===== config.mk =====
export PLATFORM = sky130hd
export DESIGN_NAME = mp_issue_ctrl
export DESIGN_NICKNAME = d
export VERILOG_FILES = /design/src/rtl/mp_issue_ctrl.sv
export SDC_FILE = /design/constraint.sdc
export NUM_CORES = 1
export LEC_CHECK = 0
export CAP_MARGIN = 20
export CORE_AREA = 2 2 156 219
export CTS_CLUSTER_SIZE = 30
export DETAILED_ROUTE_END_ITERATION = 8
export DIE_AREA = 0 0 158 221
export PLACE_DENSITY = 0.65
export SETUP_SLACK_MARGIN = 0.5
export SLEW_MARGIN = 20
export SYNTH_ARGS = -nofsm -noshare
export SYNTH_HDL_FRONTEND = slang
export SYNTH_SLANG_ARGS = --single-unit

===== constraint.sdc =====
create_clock -name clk -period 7.06 [get_ports clk]
set_input_delay 1.412 -clock clk [delete_from_list [all_inputs] [get_ports clk]]
set_output_delay 1.412 -clock clk [all_outputs]
set_load 0.03 [all_outputs]

===== src/rtl/mp_issue_ctrl.sv =====
// Issue sequencer for mp_top: FIFO-buffered, drops bad opcodes, one instruction in flight; result HOLD+LATENCY+1 cycles after pop.
// Backpressure: in_ready falls when the FIFO is full or during flush; FIFO keeps accepting while the FSM is busy.
module mp_issue_ctrl #(
    parameter int DEPTH   = 8,
    parameter int HOLD    = 1,
    parameter int LATENCY = 3
) (
    input  logic                     clk,
    input  logic                     rst_n,
    input  logic                     flush,
    input  logic                     in_valid,
    output logic                     in_ready,
    input  logic [31:0]              in_instr,
    output logic [31:0]              mp_instr,
    input  logic [31:0]              mp_result,
    output logic                     res_valid,
    output logic [31:0]              res_data,
    output logic [5:0]               res_opcode,
    output logic                     busy,
    output logic [$clog2(DEPTH):0]   fifo_count,
    output logic [7:0]               invalid_cnt
);

    localparam int AW = $clog2(DEPTH);
    localparam int CW = AW + 1;

    typedef enum logic [1:0] {
        S_IDLE    = 2'd0,
        S_ISSUE   = 2'd1,
        S_WAIT    = 2'd2,
        S_CAPTURE = 2'd3
    } state_t;

    logic [31:0]   mem [DEPTH];
    logic [AW-1:0] wr_ptr_q, rd_ptr_q;
    logic [CW-1:0] count_q, count_d;

    state_t        state_q;
    logic [3:0]    timer_q;
    logic [31:0]   mp_instr_q;
    logic [5:0]    op_q;
    logic          res_valid_q;
    logic [31:0]   res_data_q;
    logic [5:0]    res_opcode_q;
    logic [7:0]    invalid_cnt_q;

    logic          full, empty, push, pop;
    logic [31:0]   head;
    logic [5:0]    head_op;

    function automatic logic op_valid(input logic [5:0] op);
        case (op)
            6'd1, 6'd2, 6'd3, 6'd4, 6'd5, 6'd6, 6'd7, 6'd8, 6'd11, 6'd13, 6'd15: op_valid = 1'b1;
            default: op_valid = 1'b0;
        endcase
    endfunction

    assign full     = (count_q == CW'(DEPTH));
    assign empty    = (count_q == '0);
    assign in_ready = !full && !flush;
    assign push     = in_valid && in_ready;
    assign head     = mem[rd_ptr_q];
    assign head_op  = head[5:0];
    // Every head seen in IDLE leaves the FIFO: valid ones issue, invalid ones are dropped.
    assign pop      = (state_q == S_IDLE) && !empty && !flush;

    always_comb begin
        count_d = count_q;
        if (flush)
            count_d = '0;
        else if (push && !pop)
            count_d = count_q + CW'(1);
        else if (!push && pop)
            count_d = count_q - CW'(1);
    end

    always_ff @(posedge clk) begin
        if (push)
            mem[wr_ptr_q] <= in_instr;
    end

    always_ff @(posedge clk or negedge rst_n) begin
        if (!rst_n) begin
            wr_ptr_q <= '0;
            rd_ptr_q <= '0;
            count_q  <= '0;
        end else if (flush) begin
            wr_ptr_q <= '0;
            rd_ptr_q <= '0;
            count_q  <= '0;
        end else begin
            if (push) wr_ptr_q <= wr_ptr_q + AW'(1);
            if (pop)  rd_ptr_q <= rd_ptr_q + AW'(1);
            count_q <= count_d;
        end
    end

    always_ff @(posedge clk or negedge rst_n) begin
        if (!rst_n) begin
            state_q       <= S_IDLE;
            timer_q       <= '0;
            mp_instr_q    <= '0;
            op_q          <= '0;
            res_valid_q   <= 1'b0;
            res_data_q    <= '0;
            res_opcode_q  <= '0;
            invalid_cnt_q <= '0;
        end else begin
            res_valid_q <= 1'b0;
            if (flush) begin
                // Abandon any in-flight instruction; result and drop counter are kept.
                state_q    <= S_IDLE;
                timer_q    <= '0;
                mp_instr_q <= '0;
            end else begin
                case (state_q)
                    S_IDLE: begin
                        if (!empty) begin
                            if (op_valid(head_op)) begin
                                mp_instr_q <= head;
                                op_q       <= head_op;
                                timer_q    <= 4'(HOLD);
                                state_q    <= S_ISSUE;
                            end else if (invalid_cnt_q != 8'hFF) begin
                                invalid_cnt_q <= invalid_cnt_q + 8'd1;
                            end
                        end
                    end
                    S_ISSUE: begin
                        if (timer_q == 4'd1) begin
                            mp_instr_q <= '0;
                            timer_q    <= 4'(LATENCY);
                            state_q    <= S_WAIT;
                        end else begin
                            timer_q <= timer_q - 4'd1;
                        end
                    end
                    S_WAIT: begin
                        if (timer_q == 4'd1)
                            state_q <= S_CAPTURE;
                        else
                            timer_q <= timer_q - 4'd1;
                    end
                    S_CAPTURE: begin
                        res_data_q   <= mp_result;
                        res_opcode_q <= op_q;
                        res_valid_q  <= 1'b1;
                        state_q      <= S_IDLE;
                    end
                    default: state_q <= S_IDLE;
                endcase
            end
        end
    end

    assign mp_instr    = mp_instr_q;
    assign res_valid   = res_valid_q;
    assign res_data    = res_data_q;
    assign res_opcode  = res_opcode_q;
    assign invalid_cnt = invalid_cnt_q;
    assign fifo_count  = count_q;
    assign busy        = (state_q != S_IDLE) || !empty;

endmodule


# Word-level counts from Yosys, hierarchy flattened
# Memory sizes are Yosys's and may differ from the RTL's.
# Cells that the tools add are included.
[classes] add_sub_neg=6 eq_ne=11 muxes=32 n_bitwise=3 n_reduce_logical=27
[ops] op="$mux 32" n=4
[ops] op="$pmux 32 s2" n=1
[ops] op="$mux 4" n=8
[ops] op="$reduce_and 4->1" n=4
[ops] op="$mux 3" n=4
[ops] op="$ne 3x3->1 const B" n=4
[ops] op="$pmux 4 s3" n=1
[ops] op="$mux 2" n=5
[ops] op="$add 8x1->8 const B" n=1
[ops] op="$mux 1" n=8
[ops] op="$ne 8x8->1 const B" n=1
[ops] op="$pmux 2 s4" n=1
[ops] op="$sub 4x1->4 const B" n=2
[ops] op="$add 3x1->3 const B" n=2
[ops] op="$logic_and 1x1->1" n=6
[ops] op="$reduce_bool 2->1" n=3
[ops] op="$reduce_bool 3->1" n=2
[ops] op="$logic_not 1->1" n=5
[ops] op="$reduce_and 5->1" n=1
[ops] op="$add 4x1->4 const B" n=1
[ops] op="$eq 2x2->1 const B" n=2
[ops] op="$eq 4x1->1 const B" n=1
[ops] op="$eq 4x4->1 const B" n=1
[ops] op="$logic_not 2->1" n=2
[ops] op="7 further kinds" n=9
[word_totals] reg_bits=101 ram_bits=256 romBits=16 word_cells=92 mem_count=2
[mem_list] memory="mem" words=8 word_bits=32 rd=1 rd_ports_with_merged_regs=0 wr=1 line="34" text="logic [31:0] mem [DEPTH];"
[mem_list] memory="(no name shown)" words=16 word_bits=1 rd=1 rd_ports_with_merged_regs=0 wr=0 line="52" text="case (op)"

# Logic depth before layout (Yosys ltp)
# Gate-level depths: netlist of run 1.
# An unclocked memory read counts as a cell.
[depth] word_depth=10 mapped_depth=12 mapped_depth_nobuf=11

# Worst setup path after synthesis of run 1
# No wires, ideal clock.
[synth_timing] path_kind="input to register" start="in in_valid" end="mem mem[2][0], enable pin" t_arrival_ps=5289 slack_ps=1258 cell_stages=4 n_path_buf=1 cell_sequence="inv_1 a211o_1 clkbuf_1 nor4b_1"
[synth_between] elab_chain_len=3
[synth_lines] item="start, declared" line="11" text="input logic in_valid,"
[synth_lines] item="$logic_and 1x1->1" line="61" text="assign push = in_valid && in_ready;"
[synth_lines] item="$mux 1" line="78" text="if (push)"
[synth_lines] item="$mux 1 (implied by the code)" line="79" text="mem[wr_ptr_q] <= in_instr;"
[synth_lines] item="end, declared" line="34"
# Every way passes these cells.

# Worst setup path after layout of run 1
[layout_timing] start="in flush" end="out in_ready"
[layout_between] elab_chain_len=2
[layout_lines] item="start, declared" line="10" text="input logic flush,"
[layout_lines] item="$logic_not 1->1" line="60" text="assign in_ready = !full && !flush;"
[layout_lines] item="$logic_and 1x1->1" line="60"
[layout_lines] item="end, declared" line="12" text="output logic in_ready,"
# Every way passes these cells.

==> metrics.json, run 1 <==
{
  "outcome": {"value": "finished, final reports clean"},
  "total_leakage_power": {"value": 6.15, "unit": "nW"},
  "critPathRequiredTime": {"value": 5.65, "unit": "ns"},
  "synth.area.top_cells": {"value": "edfxtp_1 52%, dfrtp_1 17%, mux4_2 9.3%"},
  "max-slew-margin-rel": {"value": 0.284},
  "path_buf_inv": {"value": 3},
  "synthesis.area_per_instance": {"value": 17.3, "unit": "sq um"},
  "final.setup.worst_slack": {"value": 2.82, "unit": "ns"},
  "hold_start": {"value": "op_q[4]"},
  "antenna_cells": {"value": 0},
  "ys_seq_area_frac": {"value": 0.694},
  "startpoint_type": {"value": "input pin"},
  "grt_antenna_before_repair": {"value": 0},
  "synth_commonest_cells": {"value": "256 x edfxtp_1, 101 x dfrtp_1, 68 x mux2_2"},
  "report.final.slew_viol_count": {"value": 0},
  "drt.antenna.violating_nets": {"value": 0},
  "postSynthRegisterBits": {"value": 357},
  "endpoint_kind_of_the_worst_setup_timing_path": {"value": "output port"},
  "floorplan.rows": {"value": 79},
  "gp_routability_congestion": {"value": 0.767},
  "timing.critical_path.max_delay_family": {"value": "buffers and inverters"},
  "die_width": {"value": 158, "unit": "microns"},
  "final.min_clock_period": {"value": 4.24, "unit": "ns"},
  "cts-root-to-sink-buffers": {"value": 3},
  "cts.hold.buffers_added": {"value": 0},
  "clk_latency": {"value": 0.52, "unit": "ns"},
  "setup_total_negative_slack": {"value": 0, "unit": "ns"},
  "worstRegToRegCells": {"value": 9},
  "core_area": {"value": 0.0330, "unit": "sq mm"},
  "total_routed_wirelength": {"value": 30900, "unit": "microns"},
  "dpl.hpwl": {"value": 18700, "unit": "microns"},
  "tightest_slew": {"value": 1.07, "unit": "ns"},
  "max_stage_delay": {"value": 0.64, "unit": "ns"},
  "cp_data_arrival_time": {"value": 2.83, "unit": "ns"},
  "drc": {"value": 0},
  "synth_async_sr_flop_share": {"value": 0.283},
  "clk_pin_slew": {"value": 0.06, "unit": "ns"},
  "syn_nets": {"value": 929},
  "number_of_synthesized_flops_with_an_enable_pin": {"value": 256},
  "max_cap_violations": {"value": 0},
  "finish.instance_area": {"value": 0.0178, "unit": "sq mm"},
  "fin_util": {"value": 0.541},
  "floorplan.io_pins": {"value": 153},
  "r2r-start": {"value": "rd_ptr_q[0]"},
  "globalRouteTotalUtil": {"value": 0.180},
  "yosys.cell_count.top_type": {"value": "edfxtp_1"},
  "power.total": {"value": 6.26, "unit": "mW"},
  "area_growth_syn_to_layout": {"value": 21.3, "unit": "%"},
  "num_cts_buffers": {"value": 35},
  "finalSetupViolCount": {"value": 0},
  "critical-path-slowest-cell": {"value": "clkdlybuf4s50_1"},
  "synth_cell_types": {"value": 57},
  "final.hold.worst_slack": {"value": 0.481, "unit": "ns"},
  "critical_path_class": {"value": "in -> out"},
  "post_cts_buffers": {"value": 0},
  "synth.top_cell.area_share": {"value": 0.523},
  "dpl_worst_slack": {"value": 2.29, "unit": "ns"},
  "hold-path-endpoint": {"value": "op_q[4]"},
  "grt_start_max_net_pins": {"value": 78},
  "placedCellCount": {"value": 1410},
  "dr_wl_cell": {"value": 21.0, "unit": "microns"},
  "portBuffers": {"value": 152},
  "vias_per_cell": {"value": 5.49},
  "initialDrtViolationCount": {"value": 570},
  "design.die.area": {"value": 0.0349, "unit": "sq mm"},
  "critical_path.cell_chain": {"value": "buf_2 > buf_4 > a21oi_1 > clkdlybuf4s50_1"},
  "drive_gt1_frac": {"value": 0.217},
  "worst_hold_path.num_cells": {"value": 1},
  "htree_levels": {"value": 2},
  "power.density_cell_area": {"value": 351, "unit": "mW/mm^2"},
  "crit_fanout": {"value": 77},
  "hp-class": {"value": "reg -> reg"},
  "detailed_place.area": {"value": 0.0167, "unit": "sq mm"},
  "clock_skew": {"value": 0.0104, "unit": "ns"},
  "netlist_area_before_placement": {"value": 0.0147, "unit": "sq mm"},
  "fin_nets": {"value": 1083},
  "peakVddDrop": {"value": 0.169, "unit": "mV"},
  "drt_pass1_iterations": {"value": 5},
  "cts_tree": {"value": "built"},
  "post_cts.resized_instances": {"value": 0},
  "reg2reg_to": {"value": "mp_instr[11]"},
  "synthDominantAreaCellType": {"value": "edfxtp_1"},
  "ys.flop_type": {"value": "edfxtp_1"},
  "finish.cell_count_without_fillers": {"value": 1471},
  "via_count": {"value": 8073},
  "setup.reg_to_reg.worst_slack": {"value": 3.16, "unit": "ns"},
  "initial_core_util": {"value": 0.446},
  "ys_warn_count": {"value": 0},
  "fill_cells": {"value": 2683},
  "clockRootBuffer": {"value": "clkbuf_16"},
  "grt_pass1_wl": {"value": 48000, "unit": "microns"},
  "die_h": {"value": 221, "unit": "microns"},
  "grt-ovfl-total": {"value": 0},
  "rsz0062_at_grt": {"value": "false"},
  "clock_sink_count": {"value": 357},
  "timing.final.crit_share": {"value": 0.601},
  "number_of_hold_violations_in_the_final_report": {"value": 0},
  "grt_pass1_vias": {"value": 8363},
  "achievable-frequency": {"value": 0.236, "unit": "GHz"},
  "post_synthesis_cell_count": {"value": 848}
}
-- metal layers --
layer / GRT usage / part of all wire / up-vias
li1: - / - / 3634
met2: 0.311 / 0.51 / 254
met1: 0.230 / 0.41 / 4139
met5: 0 / 0 / -
met3: 0.0329 / 0.062 / 46
met4: 0.0543 / 0.024 / 0
-- worst max-delay path by stage --
stage,startpoint,cells past startpoint,endpoint,slack [ns]
global placement,in_valid,6,mem[1][17],2.29
floorplan,in_valid,4,mem[2][0],1.26
detailed placement,in_valid,6,mem[1][18],2.29
CTS,flush,4,in_ready,2.80
finish,flush,4,in_ready,2.82
global route,in_valid,6,mem[5][20],2.65
-- power by group --
group / switching (mW) / internal [mW]
combinational: 1.04 / 0.816
clock: 0.758 / 1.03
sequential: 0.180 / 2.44
total: 1.98 / 4.28
-- placed cells by master, fill, tap and decap left out, drive strengths merged, types with 8 or more instances in the layout --
cell | synthesis | routed
nand2 | 25 | 25
ha | 12 | 12
mux4 | 61 | 61
mux2 | 71 | 71
clkbuf | 31 | 47
mux2i | 16 | 16
dfrtp | 101 | 101
clkinv | 0 | 12
xnor2 | 8 | 8
clkdlybuf4s50 | 0 | 150
nand2b | 10 | 10
o311ai | 27 | 27
o211ai | 8 | 8
buf | 22 | 20
nand4b | 30 | 30
nor2 | 17 | 17
edfxtp | 256 | 256
a21oi | 12 | 12
inv | 38 | 38
nand3 | 12 | 12
o21ai | 11 | 11
or3 | 27 | 27
-- registers in the layout, indices dropped and copies added, names as in the netlist, 4 cells and up --
signal	count
timer_q	4
fifo_count	4
invalid_cnt	8
mp_instr	32
res_opcode	6
mem	256
op_q	6
res_data	32
-- final cells by class --
type,instances,area [sq um],share of cell area
Inverter,38,143,0.00799
Tap cell,445,557,0.0312
Clock inverter,14,93.8,0.00526
Clock buffer,47,1000,0.0562
Timing Repair Buffer,170,1650,0.0924
Sequential cell,357,10200,0.573
Multi-Input combinational cell,400,4180,0.234
-- cells by family after synthesis --
logic type      after synthesis  synth area share
buf+inv                      91            0.0259
simple gates                157            0.0651
compound gates               71            0.0370
fa+ha+maj                    13            0.0116
mux                         148             0.159
xor+xnor                     11           0.00655
flops                       357             0.694
-- worst reg2reg max path, delay by kind of cell, from the launching register on --
family | cells | cell delay, ns
AOI/OAI and AO/OA | 3 | 0.95
adders and majority gates | 1 | 0.36
buffers and inverters | 2 | 0.88
DFF | 1 | 0.74
muxes | 3 | 0.82
No activity file was read; power rests on OpenSTA's default activity.
==> run 2, diff against run 1 <==
==> constraint.sdc (replaced) <==
create_clock -name clk -period 4.2 [get_ports clk]
set_input_delay 0.84 -clock clk [delete_from_list [all_inputs] [get_ports clk]]
set_output_delay 0.84 -clock clk [all_outputs]
set_load 0.03 [all_outputs]
==> run 2 against run 1 <==
Global-route usage grew 0.41 points. Clock-buffer cell count shrank 2. Flip-flop and latch count is the same. Cell area grew 1.1%. Utilization grew 0.57 points. Via count grew 1.4%.
==> metrics.json, run 2 (synthesized netlist as in run 1, its figures left out) <==
{
  "worstRegToRegCells": {"value": 9},
  "vias_per_cell": {"value": 5.53},
  "timing.final.crit_share": {"value": 0.804},
  "placedCellCount": {"value": 1414},
  "final.setup.worst_slack": {"value": 0.824, "unit": "ns"},
  "globalRouteTotalUtil": {"value": 0.184},
  "gp_routability_congestion": {"value": 0.717},
  "grt-ovfl-total": {"value": 0},
  "cp-startpoint": {"value": "rd_ptr_q[0]"},
  "post_cts_buffers": {"value": 0},
  "design.die.area": {"value": 0.0349, "unit": "sq mm"},
  "setup.reg_to_reg.worst_slack": {"value": 0.82, "unit": "ns"},
  "achievable-frequency": {"value": 0.296, "unit": "GHz"},
  "via_count": {"value": 8186},
  "max-slew-margin-rel": {"value": 0.286},
  "tightest_slew": {"value": 1.07, "unit": "ns"},
  "dr_wl_cell": {"value": 21.3, "unit": "microns"},
  "initial_core_util": {"value": 0.446},
  "cts_tree": {"value": "built"},
  "num_cts_buffers": {"value": 36},
  "peakVddDrop": {"value": 0.291, "unit": "mV"},
  "r2r-start": {"value": "rd_ptr_q[0]"},
  "rsz0062_at_grt": {"value": "false"},
  "grt_pass1_wl": {"value": 49100, "unit": "microns"},
  "drt.antenna.violating_nets": {"value": 0},
  "die_width": {"value": 158, "unit": "microns"},
  "die_h": {"value": 221, "unit": "microns"},
  "hp-class": {"value": "in -> async"},
  "area_taken_by_flip_flops_and_latches": {"value": 0.0102, "unit": "sq mm"},
  "clk_pin_slew": {"value": 0.06, "unit": "ns"},
  "dpl_worst_slack": {"value": 0.611, "unit": "ns"},
  "max_cap_violations": {"value": 0},
  "number_of_hold_violations_in_the_final_report": {"value": 0},
  "clock_skew": {"value": 0.0244, "unit": "ns"},
  "fin_nets": {"value": 1088},
  "setup_total_negative_slack": {"value": 0, "unit": "ns"},
  "floorplan.rows": {"value": 79},
  "multi_input_area": {"value": 0.00421, "unit": "sq mm"},
  "layout.cells.most_common_list": {"value": "256 x edfxtp_1, 150 x clkdlybuf4s50_1, 99 x dfrtp_1"},
  "clk_latency": {"value": 0.53, "unit": "ns"},
  "outcome": {"value": "finished, final reports clean"},
  "core_area": {"value": 0.0330, "unit": "sq mm"},
  "initialDrtViolationCount": {"value": 543},
  "reg2reg_to": {"value": "mp_instr[30]"},
  "grt_pass1_vias": {"value": 8607},
  "finish.cell_count_without_fillers": {"value": 1480},
  "final.hold.worst_slack": {"value": 0.333, "unit": "ns"},
  "area_growth_syn_to_layout": {"value": 22.6, "unit": "%"},
  "crit_fanout": {"value": 33},
  "htree_levels": {"value": 2},
  "detailed_place.area": {"value": 0.0168, "unit": "sq mm"},
  "cp_data_arrival_time": {"value": 3.74, "unit": "ns"},
  "crit_end": {"value": "mp_instr[30]"},
  "power.density_cell_area": {"value": 601, "unit": "mW/mm^2"},
  "largest_register": {"value": "mem"},
  "portBuffers": {"value": 152},
  "final.min_clock_period": {"value": 3.38, "unit": "ns"},
  "total_routed_wirelength": {"value": 31500, "unit": "microns"},
  "post_cts.resized_instances": {"value": 0},
  "floorplan.io_pins": {"value": 153},
  "fin_util": {"value": 0.546},
  "finish.instance_area": {"value": 0.0180, "unit": "sq mm"},
  "grt_antenna_before_repair": {"value": 1},
  "drive_gt1_frac": {"value": 0.222},
  "startpoint_type": {"value": "register"},
  "clock_sink_count": {"value": 357},
  "total_leakage_power": {"value": 6.24, "unit": "nW"},
  "layout_commonest_cell": {"value": "edfxtp_1"},
  "clockRootBuffer": {"value": "clkbuf_16"},
  "cts-root-to-sink-buffers": {"value": 3},
  "report.final.slew_viol_count": {"value": 0},
  "critPathRequiredTime": {"value": 4.56, "unit": "ns"},
  "finalSetupViolCount": {"value": 0},
  "dpl.hpwl": {"value": 18600, "unit": "microns"},
  "fill_cells": {"value": 2670},
  "endpoint_kind_of_the_worst_setup_timing_path": {"value": "register"},
  "cts.hold.buffers_added": {"value": 0},
  "largest_register_ffs": {"value": 256},
  "power.total": {"value": 10.8, "unit": "mW"},
  "drc": {"value": 0},
  "critical_path_class": {"value": "reg -> reg"},
  "drt_pass1_iterations": {"value": 4},
  "antenna_cells": {"value": 0},
  "grt_start_max_net_pins": {"value": 76}
}
[run 2: worst min-delay path by stage]
stage	start	to	slack, ns
finish	rst_n	fifo_count[0]	0.33
global route	rst_n	res_data[12]	0.38
CTS	rst_n	state_q[1]	0.34
detailed placement	op_q[4]	op_q[4]	0.48
global placement	op_q[4]	op_q[4]	0.48
floorplan	op_q[4]	op_q[4]	0.45
[run 2: layout make-up]
cell class,count,share of cell area
well taps,445,0.0309
flip-flops and latches,357,0.567
clock inverters,21,0.0128
clock buffers,45,0.0554
inverters,38,0.00791
repair buffers,174,0.0931
multi-input cells,400,0.233
[run 2: per-layer routing]
| layer | wire length (microns) | global-route usage |
|---|---|---|
| met1 | 12900 | 0.234 |
| met3 | 1790 | 0.0360 |
| met4 | 840 | 0.0622 |
| met2 | 16000 | 0.315 |
| met5 | 13 | 0 |
[run 2: critical path, cell delays in order (launching register included)]
cell and delay [ns]:
dfrtp_4 0.75, mux4_2 0.57, mux2_2 0.33, inv_1 0.07, ha_1 0.24, mux2i_4 0.19
o211ai_2 0.29, o21ai_2 0.21, buf_4 0.39, o311ai_1 0.15
[run 2: power breakdown]
part / total [mW] / internal (mW) / switching [mW]
clock network: 3.30 / 2.00 / 1.31
logic: 3.14 / 1.39 / 1.76
registers: 4.39 / 4.10 / 0.299
total: 10.8 / 7.48 / 3.36
==> run 3, diff against run 2 <==
--- a/config.mk
+++ b/config.mk
@@ -10,7 +10,7 @@
 export CTS_CLUSTER_SIZE = 30
 export DETAILED_ROUTE_END_ITERATION = 8
 export DIE_AREA = 0 0 158 221
-export PLACE_DENSITY = 0.65
+export PLACE_DENSITY = 0.68
 export SETUP_SLACK_MARGIN = 0.5
 export SLEW_MARGIN = 20
 export SYNTH_ARGS = -nofsm -noshare
==> constraint.sdc (replaced) <==
create_clock -name clk -period 3 [get_ports clk]
set_input_delay 0.6 -clock clk [delete_from_list [all_inputs] [get_ports clk]]
set_output_delay 0.6 -clock clk [all_outputs]
set_load 0.03 [all_outputs]
==> run 3 against run 2 <==
Flip-flop and latch count did not move. Clock skew down 0.0046 ns. Utilization grew 1.8 points. Via count increased by 3.1%. Largest power group unchanged. Final cell count increased by 2.3%.
==> metrics.json, run 3 (synthesized netlist as in run 1, its figures left out) <==
{
  "total_leakage_power": {"value": 6.48, "unit": "nW"},
  "floorplan.io_pins": {"value": 153},
  "globalRouteTotalUtil": {"value": 0.187},
  "die_h": {"value": 221, "unit": "microns"},
  "grt-ovfl-total": {"value": 0},
  "design.die.area": {"value": 0.0349, "unit": "sq mm"},
  "final.hold.worst_slack": {"value": 0.0540, "unit": "ns"},
  "max-slew-margin-rel": {"value": 0.573},
  "vias_per_cell": {"value": 5.57},
  "portBuffers": {"value": 152},
  "area_growth_syn_to_layout": {"value": 26.6, "unit": "%"},
  "grt_pass1_vias": {"value": 8663},
  "drt_pass1_iterations": {"value": 5},
  "timing.final.crit_share": {"value": 0.908},
  "detailed_place.area": {"value": 0.0171, "unit": "sq mm"},
  "layout_commonest_cell": {"value": "edfxtp_1"},
  "gp_routability_congestion": {"value": 0.779},
  "antenna_cells": {"value": 0},
  "drc": {"value": 0},
  "layout.cells.most_common_list": {"value": "256 x edfxtp_1, 148 x clkdlybuf4s50_1, 95 x dfrtp_1"},
  "clk_latency": {"value": 0.54, "unit": "ns"},
  "clk_pin_slew": {"value": 0.06, "unit": "ns"},
  "die_width": {"value": 158, "unit": "microns"},
  "cp_data_arrival_time": {"value": 3.15, "unit": "ns"},
  "setup_total_negative_slack": {"value": 0, "unit": "ns"},
  "endpoint_kind_of_the_worst_setup_timing_path": {"value": "register"},
  "tightest_slew": {"value": 0.641, "unit": "ns"},
  "final.min_clock_period": {"value": 2.72, "unit": "ns"},
  "dr_wl_cell": {"value": 21.8, "unit": "microns"},
  "initialDrtViolationCount": {"value": 709},
  "via_count": {"value": 8438},
  "grt_pass1_wl": {"value": 49600, "unit": "microns"},
  "num_cts_buffers": {"value": 35},
  "finalSetupViolCount": {"value": 0},
  "clock_sink_count": {"value": 357},
  "clock_skew": {"value": 0.0198, "unit": "ns"},
  "report.final.slew_viol_count": {"value": 0},
  "rsz0062_at_grt": {"value": "true"},
  "total_routed_wirelength": {"value": 33100, "unit": "microns"},
  "cts_tree": {"value": "built"},
  "grt_start_max_net_pins": {"value": 67},
  "fin_nets": {"value": 1123},
  "largest_register": {"value": "mem"},
  "drive_gt1_frac": {"value": 0.273},
  "finish.instance_area": {"value": 0.0186, "unit": "sq mm"},
  "crit_fanout": {"value": 5},
  "cts-root-to-sink-buffers": {"value": 3},
  "power.total": {"value": 15.8, "unit": "mW"},
  "startpoint_type": {"value": "register"},
  "initial_core_util": {"value": 0.446},
  "htree_levels": {"value": 2},
  "outcome": {"value": "finished, final reports clean"},
  "critical_path_class": {"value": "reg -> reg"},
  "peakVddDrop": {"value": 0.383, "unit": "mV"},
  "drt.antenna.violating_nets": {"value": 0},
  "hp-class": {"value": "in -> async"},
  "achievable-frequency": {"value": 0.367, "unit": "GHz"},
  "clockRootBuffer": {"value": "clkbuf_16"},
  "core_area": {"value": 0.0330, "unit": "sq mm"},
  "grt_antenna_before_repair": {"value": 0},
  "largest_register_ffs": {"value": 256},
  "number_of_hold_violations_in_the_final_report": {"value": 0},
  "power.density_cell_area": {"value": 848, "unit": "mW/mm^2"},
  "dpl.hpwl": {"value": 19500, "unit": "microns"},
  "max_cap_violations": {"value": 0},
  "critPathRequiredTime": {"value": 3.43, "unit": "ns"},
  "floorplan.rows": {"value": 79}
}
[run 3: repair_timing]
action,in CTS,in global routing
setup buffers,16,5
gates cloned,1,2
hold buffers,0,0
endpoints found under the setup margin,55,55
pin swaps,4,6
gates resized for setup,30,18
[run 3: worst paths after layout]
kind	slack [ns]	endpoint	start	depth (start not counted)
hold / removal	0.05	wr_ptr_q[0]	rst_n	1
hold reg to reg	0.50	op_q[4]	op_q[4]	1
max in group asynchronous	2.19	mp_instr[26]	rst_n	2
min in group clk	0.50	op_q[4]	op_q[4]	1
setup / recovery	0.28	timer_q[0]	rd_ptr_q[0]	10
setup reg to reg	0.28	timer_q[0]	rd_ptr_q[0]	10
[run 3: critical path, cell delays in order (launching register included)]
cell and delay [ns]:
dfrtp_4 0.51, buf_6 0.14, buf_4 0.13, mux2i_1 0.11, mux4_2 0.56, mux2i_4 0.24
o211ai_4 0.25, o21ai_4 0.10, buf_12 0.15, clkbuf_16 0.16, a221oi_4 0.27
[run 3: area by class of cell]
| type | instances | area, sq um |
|---|---|---|
| Clock buffer | 46 | 980 |
| Clock inverter | 18 | 146 |
| Fill cell | 2588 | 14400 |
| Inverter | 38 | 143 |
| Multi-Input combinational cell | 400 | 4410 |
| Sequential cell | 357 | 10200 |
| Tap cell | 445 | 557 |
| Timing Repair Buffer | 210 | 2160 |
[run 3: layer usage]
metal / track usage / vias up / wire length [microns]
met4: 0.0628 / 0 / 788
met1: 0.235 / 4364 / 13100
li1: - / 3722 / -
met2: 0.326 / 296 / 17100
met5: 0 / - / 0
met3: 0.0315 / 56 / 2100
[run 3: power breakdown]
part | switching (mW) | internal (mW) | leakage, nW | total (mW)
clock | 1.83 | 2.49 | 0.550 | 4.32
combinational | 2.88 | 2.52 | 2.26 | 5.39
sequential | 0.354 | 5.74 | 3.67 | 6.09
[run 3: metrics by stage]
| stage | cells | setup slack, ns | utilization |
|---|---|---|---|
| after CTS | 1507 | 0.318 | 0.559 |
| after floorplan | 848 | 0.247 | - |
| after global routing | 1514 | 0.227 | 0.564 |
| after detailed placement | 1426 | 0.116 | 0.518 |
| after global placement | 1426 | 0.194 | 0.518 |
| final | 1514 | 0.277 | 0.564 |
